## src/rtl/sample_iterator.sv

```systemverilog
// rtl/sample_iterator.sv - raster-order sample generator over a triangle bounding box
module sample_iterator #(
    parameter int SIGFIG = 24,
    parameter int RADIX  = 10,
    parameter int VERTS  = 3,
    parameter int AXIS   = 3,
    parameter int COLORS = 3
) (
    input  logic                     clk,
    input  logic                     rst,
    input  logic signed [SIGFIG-1:0] tri_R13S [VERTS][AXIS],
    input  logic        [SIGFIG-1:0] color_R13U [COLORS],
    input  logic signed [SIGFIG-1:0] box_R13S [2][2],
    input  logic                     validTri_R13H,
    input  logic        [3:0]        subSample_RnnnnU,
    output logic                     halt_RnnnnL,
    output logic signed [SIGFIG-1:0] tri_R14S [VERTS][AXIS],
    output logic        [SIGFIG-1:0] color_R14U [COLORS],
    output logic signed [SIGFIG-1:0] sample_R14S [2],
    output logic                     validSamp_R14H
);

    typedef enum logic {WAIT, TEST} state_t;

    state_t                  state, state_nxt;
    logic signed [SIGFIG-1:0] ll_x, ll_y, ur_x, ur_y;
    logic signed [SIGFIG:0]   step;
    logic signed [SIGFIG:0]   x_ext, y_ext, ur_x_ext, ur_y_ext;
    logic signed [SIGFIG:0]   next_x, next_y;
    logic                     box_ok, accept, adv_x, adv_y;

    always_comb begin
        step = '0;
        case (subSample_RnnnnU)
            4'b0100: step[RADIX-1] = 1'b1;
            4'b0010: step[RADIX-2] = 1'b1;
            4'b0001: step[RADIX-3] = 1'b1;
            default: step[RADIX]   = 1'b1;
        endcase
    end

    // One extra bit keeps step additions and corner compares overflow-free.
    assign x_ext    = {sample_R14S[0][SIGFIG-1], sample_R14S[0]};
    assign y_ext    = {sample_R14S[1][SIGFIG-1], sample_R14S[1]};
    assign ur_x_ext = {ur_x[SIGFIG-1], ur_x};
    assign ur_y_ext = {ur_y[SIGFIG-1], ur_y};
    assign next_x   = x_ext + step;
    assign next_y   = y_ext + step;
    assign adv_x    = (next_x <= ur_x_ext);
    assign adv_y    = (next_y <= ur_y_ext);

    assign box_ok = (box_R13S[1][0] >= box_R13S[0][0]) && (box_R13S[1][1] >= box_R13S[0][1]);
    assign accept = (state == WAIT) && validTri_R13H && box_ok;

    always_ff @(posedge clk or negedge rst) begin
        if (!rst) state <= WAIT;
        else      state <= state_nxt;
    end

    always_comb begin
        state_nxt   = state;
        halt_RnnnnL = 1'b1;
        case (state)
            WAIT: if (accept) state_nxt = TEST;
            TEST: begin
                halt_RnnnnL = 1'b0;
                if (!adv_x && !adv_y) state_nxt = WAIT;
            end
            default: state_nxt = WAIT;
        endcase
    end

    always_ff @(posedge clk or negedge rst) begin
        if (!rst) begin
            validSamp_R14H <= 1'b0;
            sample_R14S[0] <= '0;
            sample_R14S[1] <= '0;
            ll_x           <= '0;
            ll_y           <= '0;
            ur_x           <= '0;
            ur_y           <= '0;
            for (int v = 0; v < VERTS; v++)
                for (int a = 0; a < AXIS; a++)
                    tri_R14S[v][a] <= '0;
            for (int c = 0; c < COLORS; c++)
                color_R14U[c] <= '0;
        end else if (accept) begin
            tri_R14S       <= tri_R13S;
            color_R14U     <= color_R13U;
            ll_x           <= box_R13S[0][0];
            ll_y           <= box_R13S[0][1];
            ur_x           <= box_R13S[1][0];
            ur_y           <= box_R13S[1][1];
            sample_R14S[0] <= box_R13S[0][0];
            sample_R14S[1] <= box_R13S[0][1];
            validSamp_R14H <= 1'b1;
        end else if (state == TEST) begin
            if (adv_x) begin
                sample_R14S[0] <= next_x[SIGFIG-1:0];
            end else if (adv_y) begin
                sample_R14S[0] <= ll_x;
                sample_R14S[1] <= next_y[SIGFIG-1:0];
            end else begin
                validSamp_R14H <= 1'b0;
            end
        end
    end

endmodule

```

## config.mk

```make
export PLATFORM = sky130hd
export DESIGN_NAME = sample_iterator
export DESIGN_NICKNAME = d
export VERILOG_FILES = /design/src/rtl/sample_iterator.sv
export SDC_FILE = /design/constraint.sdc
export NUM_CORES = 1
export LEC_CHECK = 0
export ABC_AREA = 0
export BUFFER_PORTS_ARGS = -buffer_cell sky130_fd_sc_hd__clkbuf_2
export CAP_MARGIN = 30
export CORE_AREA = 2 2 284 286
export DETAILED_ROUTE_END_ITERATION = 12
export DIE_AREA = 0 0 286 288
export HOLD_SLACK_MARGIN = 0.1
export PLACE_DENSITY = 0.45
export SYNTH_ARGS = -nofsm -noshare
export SYNTH_HDL_FRONTEND = slang
export SYNTH_SLANG_ARGS = --single-unit
```

## constraint.sdc

```tcl
create_clock -name clk -period 4.1 [get_ports clk]
set_clock_uncertainty 0.1 [all_clocks]
set_input_delay 0.41 -clock clk [delete_from_list [all_inputs] [get_ports clk]]
set_output_delay 0.41 -clock clk [all_outputs]
set_load 0.05 [all_outputs]
```

==> results_dict.tcl <==
set metrics [dict create \
    status "complete, but fails checks" \
    violations "negative setup slack" \
    synthesis.nets 1979 \
    synth_enable_flop_cells 0 \
    min_period_ps 4280 \
    die_h_um 288 \
    ys.warnings.count 0 \
    worst_path_max_delay_cell "dfrtp_2" \
    detail_route.iter0.violations 506 \
    first_global_vias 17900 \
    drt-vias-per-instance 4.27 \
    synth.ff_latch_count 410 \
    place.port_buffers 728 \
    mappedNetlistArea_um2 19100 \
    ctsRootBufferMaster "clkbuf_16" \
    grt_max_degree 98 \
    required_ps 4460 \
    cts_buffers 50 \
    htree_levels 2 \
    finalHoldViolCount 0 \
    die_area_um2 82400 \
    place.detailed.instances 3319 \
    clock_insertion_delay_worst_skew_ps 580 \
    powerDensity_nw_per_um2 905 \
    syn_to_final_growth_pct 60.0 \
    groute.layer.met1.usage_pct 18.6 \
    routed_wire_length_per_instance_um 18.0 \
    remaining_design_rule_violation_count 0 \
    rsz0062_at_grt "yes" \
    worstPathBufferInverterCount 2 \
    max_freq_mhz 233 \
    cts_tree "done" \
    finalWeightedCongestion 0.830 \
    globalRoute.busiestLayer "met2" \
    antenna_found_initial 3 \
    critical_path.endpoint_type "register" \
    asyncSetResetFlopFracSynth_pct 100 \
    min_path_type "input pin to asynchronous set/reset pin" \
    initial_core_util_pct 24.0 \
    clk_pin_slew_worst_setup_hold_paths_ps 60 \
    ctsLongestPathBuffers 3 \
    maxcap_viol_count 0 \
    track_usage_pct 16.0 \
    ant_nets 0 \
    dpl-instance-area_um2 24800 \
    ys_seq_area_share_pct 53.7 \
    worst_slew_pin_slew_ps 856 \
    delay_of_the_slowest_critical_path_stage_ps 420 \
    ios 729 \
    firstDrtPassIters 4 \
    post_layout_nonfiller_instances 3803 \
    via_count 16200 \
    dieWidth_um 286 \
    cellLeakagePower_nw 14.6 \
    kind_of_launch_point_of_the_worst_setup_path "register" \
    drive_above_1_share_pct 47.4 \
    routed_wl_um 68400 \
    final_net_count 3201 \
    synth_area_per_cell_um2 12.9 \
    dpl_wire_length_um 52600 \
    synth_flop_cell "dfrtp_1" \
    setup.reg_to_reg.worst_slack_ps -180 \
    irDropWorstVdd_mv 0.547 \
    slew_headroom_pct 42.9 \
    share_of_the_synthesized_area_in_the_top_cell_type_pct 53.7 \
    cell_family_with_most_cp_delay "adder cells" \
    core.rowCount 104 \
    synth.top_cells.by_area "dfrtp_1 54%, mux2_2 19%, ha_1 6.8%, mux2i_1 2.4%, o21ai_0 2.3%" \
    crit_share_post_route_pct 105 \
    groute.layer.met3.usage_pct 4.26 \
    postLayoutSetupSlackWorst_ps -185 \
    post_synth_inst_count 1482 \
    preCtsSetupSlack_ps -749 \
    worst_ep_arrival_time_ps 4650 \
    overflow 0 \
    pins_over_slew_limit 0 \
    path_class "register to register" \
    final-setup-viol-count 31 \
    core-area_um2 79600 \
    synthDistinctLibCells 56 \
    first_pass_grt_wire_length_um 103000 \
    crit_path_cell_trace "ha_4 -> fa_2 -> a21o_1 -> maj3_2 -> and2_4 -> nand2_4 -> xnor2_2 -> ha_1 -> and4_1 -> nand4_1 -> buf_4 -> a221o_1 -> a41oi_4 -> nand2b_1 -> a21o_4 -> buf_12 -> mux2_4" \
    yosys.area.top_type "dfrtp_1" \
    met2_usage_pct 28.4 \
    worstPathMaxFanout 9 \
    clock_sinks 410 \
    final_design_area_excluding_fillers_um2 30600 \
]
==> kinds of logic after synthesis <==
| logic type | Yosys count | synth area share [%] |
|---|---|---|
| adder cells (fa/ha/maj) | 109 | 7.17 |
| XOR/XNOR | 44 | 2.09 |
| AND/OR/NAND/NOR | 206 | 5.41 |
| flip-flops | 410 | 53.7 |
| AO/OA/AOI/OAI | 168 | 5.08 |
| buffers and inverters | 170 | 4.61 |
| multiplexers | 375 | 22.0 |
==> final timing paths <==
kind	from	to	cells after the start
worst max-delay path	sample_R14S[7]	sample_R14S[38]	17
worst max register to register	sample_R14S[7]	sample_R14S[38]	17
worst min register to register	tri_R14S[25]	tri_R14S[25]	1
worst min-delay path	rst	ll_x[10]	2
min in group clk	tri_R14S[25]	tri_R14S[25]	1
max in group asynchronous	rst	tri_R14S[52]	3
==> synthesized netlist by cell type, types with 2 or more instances <==
| cell type | n |
|---|---|
| clkbuf_1 | 10 |
| and4_1 | 9 |
| dfrtp_1 | 410 |
| inv_1 | 107 |
| mux2_2 | 321 |
| nand3_1 | 17 |
| buf_4 | 14 |
| nand2b_1 | 4 |
| nor3_1 | 6 |
| or4_1 | 2 |
| mux2_4 | 9 |
| a21o_1 | 13 |
| nor4_1 | 15 |
| ha_1 | 104 |
| maj3_1 | 3 |
| and3_1 | 4 |
| a211oi_1 | 3 |
| nand4_1 | 24 |
| a31oi_1 | 2 |
| nor2b_1 | 6 |
| o21ai_0 | 87 |
| nor4b_1 | 5 |
| a221o_1 | 3 |
| mux2i_1 | 45 |
| nand2_1 | 96 |
| nor2_1 | 13 |
| fa_1 | 2 |
| a21oi_1 | 34 |
| xor2_1 | 5 |
| o21a_1 | 3 |
| buf_2 | 15 |
| buf_6 | 23 |
| xnor2_1 | 38 |
| o211ai_1 | 6 |
| o21ai_1 | 3 |
==> registers in the layout, indices dropped and copies added, names as in the netlist <==
signal and cells:
ll_x 24, validSamp_R14H 1, state 1, ur_y 24
ur_x 24, tri_R14S 216, color_R14U 72, sample_R14S 48
==> metrics by stage <==
step	total power, W	hold slack (ps)	utilization, %	setup TNS [ps]
4_1_cts	0.0277	408	38.2	-3910
3_5_place_dp	0.0224	395	31.1	-27170
6_report	0.0277	401	38.4	-3280
5_1_grt	0.0292	411	38.4	-10590
2_1_floorplan	0.0179	14.4	-	-1630
3_3_place_gp	0.0223	389	31.1	-20710
==> per-layer routing <==
| layer | share of wire, % | wire, um |
|---|---|---|
| met1 | 40 | 27200 |
| met2 | 51 | 34900 |
| met3 | 6.0 | 4080 |
| met4 | 3.3 | 2230 |
| met5 | 0.019 | 13 |
==> placed cells by master (no fill, tap or decap), types with 4 or more instances in the layout <==
cell type	n
nand3_1	15
xor2_1	5
clkbuf_1	7
nand2b_1	4
nor3_1	5
bufinv_16	7
clkbuf_2	727
dfrtp_1	408
clkinv_2	5
dlygate4sd3_1	385
o21ai_0	86
and3_1	4
inv_1	107
mux2i_1	45
ha_1	102
mux2_4	9
nor2_1	13
buf_12	15
o211ai_1	6
a21oi_1	34
nor4_2	8
buf_4	98
clkinvlp_4	4
nor4_1	6
clkbuf_8	12
mux2_2	321
nand2_1	94
buf_6	5
clkbuf_16	51
xnor2_1	36
a21o_1	12
nor2b_1	6
nand4_1	24
and4_1	9
==> power breakdown <==
part	internal, W	switching (W)
registers	0.00612	0.00122
clock network	0.00289	0.00182
logic	0.00516	0.0105
==> timing repair <==
action / 4_1_cts / 5_1_grt
endpoints found under the setup margin: 40 / 43
gates resized for setup: 6 / 21
cloned: 0 / 2
setup buffers: 0 / 6
endpoints found under the hold margin: 480 / 0
pin swaps: 1 / 6
hold buffers: 385 / 0
==> cell type report <==
cell class	instances	area, um^2
sequential	410	10300
inverter	108	405
clock inverter	20	308
timing repair buffer	1232	8620
multi-input combinational	902	8220
clock buffer	69	1440
fill	7774	49000
antenna	2	5.00
tap	1060	1330
Power figures use the tool's default switching activity.
